--- src/rtl/tm1637_frame.sv ---
// TM1637 multi-byte frame master: START, LSB-first bytes with ACK, optional key-scan read, STOP.
// Define TM1637_ACK_CHECK_EN to abort on NAK (sets err, drains the rest of the frame).
module tm1637_frame #(
  parameter int WAIT_CYCLES = 256,
  parameter int CNT_W       = 10
) (
  input  logic       clk,
  input  logic       rst,
  input  logic       tx_valid,
  input  logic [7:0] tx_data,
  input  logic       tx_last,
  input  logic       tx_read,
  output logic       tx_ready,
  output logic [7:0] rx_data,
  output logic       rx_valid,
  output logic       busy,
  output logic       err,
  output logic       scl_en,
  output logic       scl_out,
  output logic       sda_en,
  output logic       sda_out,
  input  logic       sda_in
);

  // state | meaning: IDLE wait frame | START sda low | BIT_LO/BIT_HI write bit | ACK_LO/ACK_HI/ACK_END ack slot
  // LOAD hold bus low, wait next byte | RD_LO/RD_HI read bit | STOP1/STOP2 stop | DRAIN discard to tx_last
  localparam logic [3:0] S_IDLE = 4'd0, S_START = 4'd1, S_BIT_LO = 4'd2, S_BIT_HI = 4'd3,
                         S_ACK_LO = 4'd4, S_ACK_HI = 4'd5, S_ACK_END = 4'd6, S_LOAD = 4'd7,
                         S_RD_LO = 4'd8, S_RD_HI = 4'd9, S_STOP1 = 4'd10, S_STOP2 = 4'd11,
                         S_DRAIN = 4'd12;
  localparam logic [CNT_W-1:0] CNT_LOAD = CNT_W'(WAIT_CYCLES - 1);
`ifdef TM1637_ACK_CHECK_EN
  localparam logic ACK_CHK = 1'b1;
`else
  localparam logic ACK_CHK = 1'b0;
`endif

  logic [3:0]       state_q, state_d;
  logic [CNT_W-1:0] cnt_q, cnt_d;
  logic [2:0]       bit_q, bit_d;
  logic [7:0]       byte_q, byte_d;
  logic [7:0]       rx_shift_q, rx_shift_d;
  logic [7:0]       rx_data_q, rx_data_d;
  logic             last_q, last_d, read_q, read_d, rd_phase_q, rd_phase_d;
  logic             nak_q, nak_d, err_q, err_d;
  logic             scl_q, scl_d, sda_q, sda_d, busy_q, busy_d, rx_valid_q, rx_valid_d;
  logic             rdy_en_q;
  logic             accept, phase_end;

  assign tx_ready  = rdy_en_q && (state_q == S_IDLE || state_q == S_LOAD || state_q == S_DRAIN);
  assign accept    = tx_valid && tx_ready;
  assign phase_end = (cnt_q == '0);

  always_comb begin
    state_d    = state_q;
    cnt_d      = cnt_q;
    bit_d      = bit_q;
    byte_d     = byte_q;
    last_d     = last_q;
    read_d     = read_q;
    rd_phase_d = rd_phase_q;
    nak_d      = nak_q;
    err_d      = err_q;
    rx_shift_d = rx_shift_q;
    case (state_q)
      S_IDLE: if (accept) begin
        byte_d     = tx_data;
        last_d     = tx_last;
        read_d     = tx_last && tx_read;
        rd_phase_d = 1'b0;
        nak_d      = 1'b0;
        err_d      = 1'b0;
        state_d    = S_START;
      end
      S_START: if (phase_end) begin
        bit_d   = 3'd0;
        state_d = S_BIT_LO;
      end
      S_BIT_LO: if (phase_end) state_d = S_BIT_HI;
      S_BIT_HI: if (phase_end) begin
        if (bit_q == 3'd7) state_d = S_ACK_LO;
        else begin
          bit_d   = bit_q + 3'd1;
          state_d = S_BIT_LO;
        end
      end
      S_ACK_LO: if (phase_end) state_d = S_ACK_HI;
      S_ACK_HI: if (phase_end) begin
        state_d = S_ACK_END;
        if (ACK_CHK && !rd_phase_q && sda_in) begin
          nak_d = 1'b1;
          err_d = 1'b1;
        end
      end
      S_ACK_END: if (phase_end) begin
        if (nak_q || rd_phase_q) state_d = S_STOP1;
        else if (read_q) begin
          bit_d      = 3'd0;
          rd_phase_d = 1'b1;
          state_d    = S_RD_LO;
        end
        else if (last_q) state_d = S_STOP1;
        else state_d = S_LOAD;
      end
      S_LOAD: if (accept) begin
        byte_d  = tx_data;
        last_d  = tx_last;
        read_d  = tx_last && tx_read;
        bit_d   = 3'd0;
        state_d = S_BIT_LO;
      end
      S_RD_LO: if (phase_end) state_d = S_RD_HI;
      S_RD_HI: if (phase_end) begin
        rx_shift_d[bit_q] = sda_in;
        if (bit_q == 3'd7) state_d = S_ACK_LO;
        else begin
          bit_d   = bit_q + 3'd1;
          state_d = S_RD_LO;
        end
      end
      S_STOP1: if (phase_end) state_d = S_STOP2;
      S_STOP2: if (phase_end) state_d = (nak_q && !last_q) ? S_DRAIN : S_IDLE;
      S_DRAIN: if (accept && tx_last) state_d = S_IDLE;
      default: state_d = S_IDLE;
    endcase
    // Every phase reloads on entry, so consecutive phases never share a count.
    if (state_d != state_q) cnt_d = CNT_LOAD;
    else if (!phase_end) cnt_d = cnt_q - 1'b1;
  end

  always_comb begin
    scl_d = 1'b0;
    sda_d = 1'b0;
    case (state_d)
      S_START:  sda_d = 1'b1;
      S_BIT_LO: begin
        scl_d = 1'b1;
        sda_d = ~byte_d[bit_d];
      end
      S_BIT_HI: sda_d = ~byte_d[bit_d];
      S_ACK_LO, S_RD_LO: scl_d = 1'b1;
      S_ACK_END, S_LOAD: begin
        scl_d = 1'b1;
        sda_d = 1'b1;
      end
      S_STOP1:  sda_d = 1'b1;
      default:  ;
    endcase
    busy_d     = !(state_d == S_IDLE || state_d == S_DRAIN);
    rx_valid_d = (state_d == S_STOP1) && (state_q != S_STOP1) && rd_phase_q;
    rx_data_d  = rx_valid_d ? rx_shift_q : rx_data_q;
  end

  always_ff @(posedge clk) begin
    if (!rst) begin
      state_q    <= S_IDLE;
      cnt_q      <= '0;
      bit_q      <= '0;
      byte_q     <= '0;
      last_q     <= 1'b0;
      read_q     <= 1'b0;
      rd_phase_q <= 1'b0;
      nak_q      <= 1'b0;
      err_q      <= 1'b0;
      rx_shift_q <= '0;
      rx_data_q  <= '0;
      rx_valid_q <= 1'b0;
      scl_q      <= 1'b0;
      sda_q      <= 1'b0;
      busy_q     <= 1'b0;
      rdy_en_q   <= 1'b0;
    end else begin
      state_q    <= state_d;
      cnt_q      <= cnt_d;
      bit_q      <= bit_d;
      byte_q     <= byte_d;
      last_q     <= last_d;
      read_q     <= read_d;
      rd_phase_q <= rd_phase_d;
      nak_q      <= nak_d;
      err_q      <= err_d;
      rx_shift_q <= rx_shift_d;
      rx_data_q  <= rx_data_d;
      rx_valid_q <= rx_valid_d;
      scl_q      <= scl_d;
      sda_q      <= sda_d;
      busy_q     <= busy_d;
      rdy_en_q   <= 1'b1;
    end
  end

  assign scl_en   = scl_q;
  assign sda_en   = sda_q;
  assign scl_out  = 1'b0;
  assign sda_out  = 1'b0;
  assign busy     = busy_q;
  assign err      = err_q;
  assign rx_valid = rx_valid_q;
  assign rx_data  = rx_data_q;

endmodule

--- config.mk ---
export PLATFORM = sky130hd
export DESIGN_NAME = tm1637_frame
export DESIGN_NICKNAME = d
export VERILOG_FILES = /design/src/rtl/tm1637_frame.sv
export SDC_FILE = /design/constraint.sdc
export NUM_CORES = 1
export LEC_CHECK = 0
export CAP_MARGIN = 40
export CORE_MARGIN = 1
export CORE_UTILIZATION = 40
export CTS_BUF_LIST = sky130_fd_sc_hd__clkbuf_8
export DETAILED_ROUTE_END_ITERATION = 10
export GPL_ROUTABILITY_DRIVEN = 0
export SLEW_MARGIN = 20
export SYNTH_ARGS = -nofsm -noshare
export SYNTH_HDL_FRONTEND = slang
export SYNTH_SLANG_ARGS = --single-unit
--- constraint.sdc ---
create_clock -name clk -period 3.85 [get_ports clk]
set_clock_uncertainty 0.2 [all_clocks]
set_input_delay 0.5775 -clock clk [delete_from_list [all_inputs] [get_ports clk]]
set_output_delay 0.5775 -clock clk [all_outputs]
set_load 0.01 [all_outputs]
* Word level (Yosys, flattened, before mapping)
Index checks and enable logic that the tools add are counted.
** Word-level totals
- Register bits after elaboration :: 49
- Bits of input ports :: 14
- Output and inout port bits :: 16
- Logic and storage cells :: 119
** Operators by class
- Add/subtract/negate cells :: 2
- Magnitude comparators :: 3
- Eq/ne operators :: 29
- Mux-type cells :: 44
- Bitwise operators :: 2
- Reduce and logical (&&, ||, !) cells :: 24
** Operators with widths (count)
- 4-bit two-way mux :: 17
- 4-bit one-hot mux with 13 select lines :: 1
- 4-bit == test (second input constant) :: 8
- 8-bit two-way mux :: 4
- 4-bit by 3-bit == test with 1-bit output (second input constant) :: 7
- 3-bit two-way mux :: 8
- 4-bit by 2-bit == test with 1-bit output (second input constant) :: 4
- 3-bit one-hot mux with 4 select lines :: 1
- 10-bit zero test :: 1
- 10-bit by 1-bit subtractor with 10-bit output (second input constant) :: 1
- 8-bit bitwise mux :: 1
- 4-bit by 1-bit == test with 1-bit output (second input constant) :: 2
- 4-bit zero test :: 2
- 3-bit by 4-bit < comparator with 1-bit output (second input constant) :: 2
- 1-bit two-way mux :: 8
- 2-bit != test (second input constant) :: 4
- 2-bit OR reduction :: 4
- 1-bit logical AND :: 7
- 5-bit AND reduction :: 1
- 5-bit OR reduction :: 1
- 4-bit != test :: 1
- 4-bit != test (second input constant) :: 1
- 1-bit one-hot mux with 2 select lines :: 2
- 2-bit AND reduction :: 2
- other kinds (11) :: 14

* Longest topological paths before layout
- Depth in word-level cells :: 11
- Mapped depth :: 12
- Depth with buffers taken out :: 10

* Worst setup path after synthesis
Ideal clock, no wire load.
- Kind :: reg-to-reg
- Start :: register cnt_q[0]
- End :: register rx_data_q[0] (netlist: rx_data[0])
- Setup time :: 0.128 ns
- Arrival :: 2.437 ns
- Required time :: 3.522 ns
- Setup slack :: 1.085 ns
- Stages on the path, launching flop included :: 13
- Buffers on the path :: 2
- Clock period less this slack :: 2.765 ns
- Path through :: dfxtp_1 -> inv_1 -> ha_1 -> nor3b_2 -> and3_1 -> buf_4 -> buf_6 -> a31o_2 -> a21oi_2 -> nand2_4 -> nor3_4 -> mux2i_1 -> nor2_1
** Between the ends
- Word-level cells in the longest chain between the ends :: 6
- Elaborated cells on any way between the ends :: 15
- Classes of those cells :: eq/ne: 1; mux: 11; reduce/logical: 3
** Ends and longest elaborated chain
- start, declared :: RTL line 39 : logic [CNT_W-1:0] cnt_q, cnt_d;
- start signal, assigned :: RTL line 174 : cnt_q <= cnt_d;
- 10-bit zero test * :: RTL line 52 : assign phase_end = (cnt_q == '0);
- 4-bit two-way mux, or another cell as far along :: RTL line 122 : S_STOP2: if (phase_end) state_d = (nak_q && !last_q) ? S_DRAIN : S_IDLE;
- 4-bit one-hot mux with 13 select lines * :: RTL line 65 : case (state_q)
- 4-bit == test * :: RTL line 150 : rx_valid_d = (state_d == S_STOP1) && (state_q != S_STOP1) && rd_phase_q;
- 1-bit logical AND * (2 in series) :: RTL line 150
- end signal, assigned :: RTL line 183 : rx_data_q <= rx_data_d;
- end, declared :: RTL line 43 : logic [7:0] rx_data_q, rx_data_d;
Mark *: on every way between the ends. The rest lies on a longest branch, timed or not.
A chain may end at the register's enable or synchronous reset.

* Final worst setup path
Same ends and word-level chain as after synthesis.

==> reports/metrics.cfg <==
[setup_path]
cp-start-kind=register
r2r-start=cnt_q[0]
critPathArrivalTime_ps=3310
critical_path_class=reg -> reg
worstRegToRegCells=10
crit_fanout=15
crit_required_ps=3850
rr_endpoint=rx_data[0]
rrSetupSlack_ps=540
cp-end-kind=register

[timing]
setup_violations=0
finalHoldViolations=0
period_share_pct=85.9
max-slew-margin-rel_pct=50.9
drv_slew=0
setup_tns_ps=0
rsz0062_at_grt=false
fmaxAchievable_mhz=302
period_needed_ps=3310
worst_slew_pin_slew_ps=735

[synthesis]
synth_warnings=0
synth.distinct_cells=65
synth_edf_count=0
synthArstFlopShare_pct=0
synth_flop_cell=dfxtp_1
synth_area_per_cell_um2=8.09
ys_seq_area_share_pct=37.2
synthesis.instances=326
synth.ff_latch_count=49
netlist_area_um2=2640

[clock_network]
cts.sinks=49
cts_buffers=5
cts_tree=built
post_cts_buffers=0
cts_hold_buf=0
path_clk_slew_ps=90
cts_root_buffer=clkbuf_8
cts_resized=0
htreeDepth=2
cts_max_path_buffers=2
clock_latency_ps=300

[layout]
mostFrequentLayoutCells=nor2_1 (50), dfxtp_1 (49), nand2_1 (39), a21oi_1 (28), clkdlybuf4s50_1 (26)
final_cell_area_um2=2990
layout-drive-gt1-share_pct=8.45
final_nets=358
layout_commonest_cell=nor2_1
syn_to_final_growth_pct=13.5
diodes=0

[routing]
postRouteAntennaNets=0
wl_per_cell_um=13.7
routed_via_density=5.42
vias=2278
drc=0
firstDrtPassIters=4
wl_um=5740
drt_iter0_markers=117

[min_path]
hold_class=reg -> reg
holdPathEnd=last_q
hp-start=last_q
hold-path-cell-count=2

[floorplan]
die_height_um=83.2
coreArea_um2=6350
initial_core_util_pct=41.5
num_rows=29
ioPinCount=30
dieArea_um2=6920
dieWidth_um=83.2

[pwr]
power.leakage_uw=0.00110
sequentialPowerShare_pct=51.5
ir_worst_vdd_v=0.000222
p_comb_share_pct=21.2
p_sw_uw=354
p_int_uw=776
p_sw_share_pct=31.3
p_per_area_nw_per_um2=378
p_clk_share_pct=27.3

[placement]
dp_hpwl_um=4010
portBuffers=26
place_area_um2=2910

[global_route]
track_usage_pct=16.8
grt_antenna_before_repair=0
grt_max_degree=23
grt_overflow_total=0
grt_pass1_wl_um=9530
grt_pass1_vias=2044

[run]
maxCapViolCount=0

[run_status]
run_status=finished, final reports clean

## flip-flops by register name (all words and copies together), names as in the netlist, 3 cells and up
| signal | count |
|---|---|
| bit_q | 3 |
| byte_q | 8 |
| cnt_q | 10 |
| rx_data | 8 |
| rx_shift_q | 8 |
| state_q | 4 |
## Yosys cell counts, types with 4 or more instances
cell      instances  area (µm²)
nor2_1           50         188
dfxtp_1          49         981
nand2_1          39         146
a21oi_1          28         140
mux2i_1          17         170
nand3_1          12        60.1
clkbuf_1         10        37.5
inv_1            10        37.5
nor3_1           10        50.1
o21ai_0           9        45.0
buf_4             5        37.5
a21boi_0          4        30.0
and2_1            4        25.0
buf_2             4        20.0
xnor2_1           4        35.0
## per-layer routing
metal	part of all wire, %	global-route usage, %
met3	3.5	2.98
met1	49	22.3
met4	0.94	5.64
met5	0	0
met2	46	27.3
## how the worst max path moves through the flow
stage	from	to	slack, ps	cells after the start
final	cnt_q[0]	rx_data[0]	540	10
after global routing	cnt_q[0]	rx_data[2]	260	10
after CTS	cnt_q[0]	rx_data[0]	540	10
after detailed placement	cnt_q[0]	rx_data[0]	560	10
after global placement	cnt_q[0]	sda_en	640	10
after floorplan	cnt_q[0]	rx_data[0]	1090	12
## through the flow
| step | setup WS, ps | hold slack, ps | cells | power (µW) | util, % |
|---|---|---|---|---|---|
| 6_report | 543 | 261 | 420 | 1130 | 47.1 |
| 5_1_grt | 257 | 294 | 420 | 1190 | 47.1 |
| 4_1_cts | 543 | 261 | 420 | 1140 | 47.1 |
| 3_5_place_dp | 557 | 248 | 412 | 834 | 45.8 |
| 3_3_place_gp | 641 | 240 | 412 | 834 | 45.8 |
| 2_1_floorplan | 1090 | 231 | 328 | 773 | - |
## area by class of cell
type                            count  area, µm²
Tap cell                           77       96.3
Multi-Input combinational cell    247       1510
Inverter                           11       41.3
Clock buffer                        5       68.8
Sequential cell                    49        981
Fill cell                         630       3360
Clock inverter                      3       17.5
Timing Repair Buffer               28        275
## power groups by stage
| stage | registers (µW) | clock network, µW | logic [µW] |
|---|---|---|---|
| detailed placement | 594 | 0 | 240 |
| CTS | 582 | 319 | 241 |
| global route | 587 | 334 | 269 |
| finish | 582 | 308 | 240 |
| floorplan | 584 | 0 | 188 |
| global placement | 594 | 0 | 240 |
## critical path, stage by stage, from the launching register on
cell,delay (ps)
dfxtp_1,350
inv_1,60
ha_1,190
nor3b_2,340
and3_1,580
o21ai_2,130
a221oi_4,470
nand2_4,110
nor3_4,440
mux2i_1,260
nor2_1,50
## cells by family (layout without fill, tap and decap cells)
family | count (synthesis) | count (layout) | share of synthesized area, %
XOR/XNOR | 6 | 6 | 1.99
adder cells (fa/ha/maj) | 3 | 3 | 1.33
multiplexers | 19 | 19 | 7.73
AND/OR/NAND/NOR | 144 | 144 | 26.8
buffers and inverters | 32 | 47 | 5.74
AO/OA/AOI/OAI | 72 | 72 | 19.1
flip-flops | 49 | 49 | 37.2
other | 1 | 3 | 0.142
Power figures use the tool's default switching activity.
==> edit: new RTL, same flow settings <==
Build with the macro `TM1637_ACK_CHECK_EN` defined.
--- a/src/rtl/tm1637_frame.sv
+++ b/src/rtl/tm1637_frame.sv
@@ -1,5 +1,7 @@
 // TM1637 multi-byte frame master: START, LSB-first bytes with ACK, optional key-scan read, STOP.
 // Define TM1637_ACK_CHECK_EN to abort on NAK (sets err, drains the rest of the frame).
+`define TM1637_ACK_CHECK_EN
+
 module tm1637_frame #(
   parameter int WAIT_CYCLES = 256,
   parameter int CNT_W       = 10
Behaviour: same outputs for any inputs over 10 cycles, from zero or initial values and one cycle with rst low; that may be too few to reach the edited logic, so the function may still have changed.
==> edit against the unedited design <==
- the flow now finishes with violations (design-rule violations)
- sequential power up 2%
- critical endpoint is now tx_ready
- sequential cell count increased by 1
- area after synthesis rose by 3.0%
- die area grew 2.9%
- worst setup slack improved by 0.13 ns
- total power increased by 3.5%
- routed wire length grew 7.8%
- design area increased by 4.4%
==> edit: results (changes against the unedited design) <==
Route
The via count is 2372 (+4.1%). The number of iterations in the first detailed-routing pass is 9 (+5). The total DRC errors in the routed layout is 1 (+1). The average routed wire per standard cell is 14.28 um (+4.5%).

The violation count after the first detailed-route iteration is 170 (+45%).

Timing
The slew at the pin closest to its max-slew limit is 0.7327 ns (-0.002232 ns). The post-layout minimum cycle time is 3.178 ns (-0.1293 ns). The number of setup violations in the final report is 0 (unchanged).

Clocking
The number of buffers inserted by post-CTS setup repair is 0 (unchanged).

Outcome
The flow ran to the end, but the final reports show violations. The checks that failed: design-rule violations.

Finish
The sequential cell area in the final layout is 1001 um2 (+2.0%). The share of cells above drive strength 1 was 8.146% (-0.31 points). The total number of nets in the final design is 371 (+3.6%). The count of filler cells inserted in the layout came to 648 (+2.9%).

Critical path
The capturing element of the worst setup path is tx_ready. The number of cell instances on the worst register-to-register path was 12 (+2). The register-to-register path setup slack is 0.68 ns (+0.14 ns). In this run the critical register-to-register path is captured at sda_en. The most critical setup path has its startpoint at state_q[0]. The slowest stage of the critical path belongs to the cell sky130_fd_sc_hd__dfxtp_1. The critical path's largest stage delay was 0.69 ns (+0.11 ns). The source of the worst register-to-register timing path is cnt_q[0].

The top fanout value on the critical path was 16 (+1).

GRT
The met3 routing resource usage after global routing was 4.326% (+1.3 points). The maximum number of pins on one net before global-route repair is 25 (+8.7%). The global-route total usage across every layer was 18.82% (+2.1 points). The wire length of the first global-routing pass was 10.78 mm (+13%). The global routing met2 resource utilization is 31.00% (+3.7 points).

Power and ir drop
The static power due to leakage is 1.164 nW (+6.2%). The net switching share of the total power came to 32.19% (+0.86 points). The worst vdd rail ir drop is 0.0002059 V (-7.1%).

Yosys
The post-synthesis instance total is 335 (+2.8%). The distinct cell type count after synthesis was 60 (-7.7%). The commonest cells after synthesis are sky130_fd_sc_hd__dfxtp_1, sky130_fd_sc_hd__nand2_1, sky130_fd_sc_hd__nor2_1. By area the synthesized netlist is led by sky130_fd_sc_hd__dfxtp_1, sky130_fd_sc_hd__mux2i_1, sky130_fd_sc_hd__nand2_1. The share of synthesized area occupied by flip-flops and latches is 36.85% (-0.34 points).

Place
The count of input and output buffers is 27 (+3.8%). The area after detailed placement is 3027 um2 (+4.1%). The detailed placement HPWL is 4.461 mm (+11%).
-- edit: cell types whose count changed after synthesis, moves of 3 or more --
cell                       change
sky130_fd_sc_hd__and3_1        +4
sky130_fd_sc_hd__xor2_1        +4
sky130_fd_sc_hd__nor2_1       -11
sky130_fd_sc_hd__clkbuf_1      +4
sky130_fd_sc_hd__a21boi_0      -4
sky130_fd_sc_hd__o21ai_0       +6
sky130_fd_sc_hd__a31o_2        -3
sky130_fd_sc_hd__a31oi_1       +4
-- edit: routing by layer --
metal / part of all wire [%] / vias to the layer above
li1: - / 1222
met1: 48 / 1082
met2: 46 / 57
met3: 4.2 / 11
met4: 2.4 / 0
met5: 0 / -
-- edit: cell type report --
class	instances	area share [%]
multi-input cells	251	49.74
flip-flops and latches	50	32.04
well taps	77	3.084
repair buffers	35	10.57
clock inverters	3	0.9211
inverters	12	1.442
clock buffers	5	2.203
-- edit: worst register-to-register path, stage by stage (launching register included) --
cell and delay, ns:
sky130_fd_sc_hd__dfxtp_1 0.33, sky130_fd_sc_hd__inv_1 0.08, sky130_fd_sc_hd__ha_1 0.18, sky130_fd_sc_hd__nor3b_1 0.21, sky130_fd_sc_hd__buf_4 0.16, sky130_fd_sc_hd__and3_1 0.31, sky130_fd_sc_hd__buf_4 0.21, sky130_fd_sc_hd__o2bb2ai_4 0.09
sky130_fd_sc_hd__o31a_1 0.42, sky130_fd_sc_hd__mux2_4 0.34, sky130_fd_sc_hd__o2111ai_2 0.16, sky130_fd_sc_hd__nand4b_1 0.12, sky130_fd_sc_hd__o32ai_1 0.27
-- edit: power by group through the flow --
| stage | clock (mW) | combinational [mW] | sequential [mW] |
|---|---|---|---|
| 2_1_floorplan | 0 | 0.181 | 0.590 |
| 3_3_place_gp | 0 | 0.240 | 0.602 |
| 3_5_place_dp | 0 | 0.241 | 0.603 |
| 4_1_cts | 0.347 | 0.242 | 0.591 |
| 5_1_grt | 0.372 | 0.273 | 0.597 |
| 6_report | 0.338 | 0.241 | 0.591 |
-- edit: worst min-delay path by stage --
stage	start	cells after the start	endpoint	slack, ns
2_1_floorplan	rx_shift_q[2]	2	rx_shift_q[2]	0.23
3_3_place_gp	byte_q[0]	2	byte_q[0]	0.24
3_5_place_dp	byte_q[3]	2	byte_q[3]	0.25
4_1_cts	byte_q[3]	2	byte_q[3]	0.26
5_1_grt	byte_q[1]	2	byte_q[1]	0.28
6_report	byte_q[3]	2	byte_q[3]	0.26
-- edit: cell families (layout without fill, tap and decap cells) --
group                      count (synthesis)  after routing  synth area share [%]
AOI/OAI and AO/OA                         76             76                 18.70
adders and majority gates                  3              3                 1.290
and+or+nand+nor                          141            141                 26.49
DFF                                       50             50                 36.85
other                                      1              2                0.1381
xor gates and xnor gates                  10             10                 3.224
buffers and inverters                     35             55                 6.080
muxes                                     19             19                 7.231
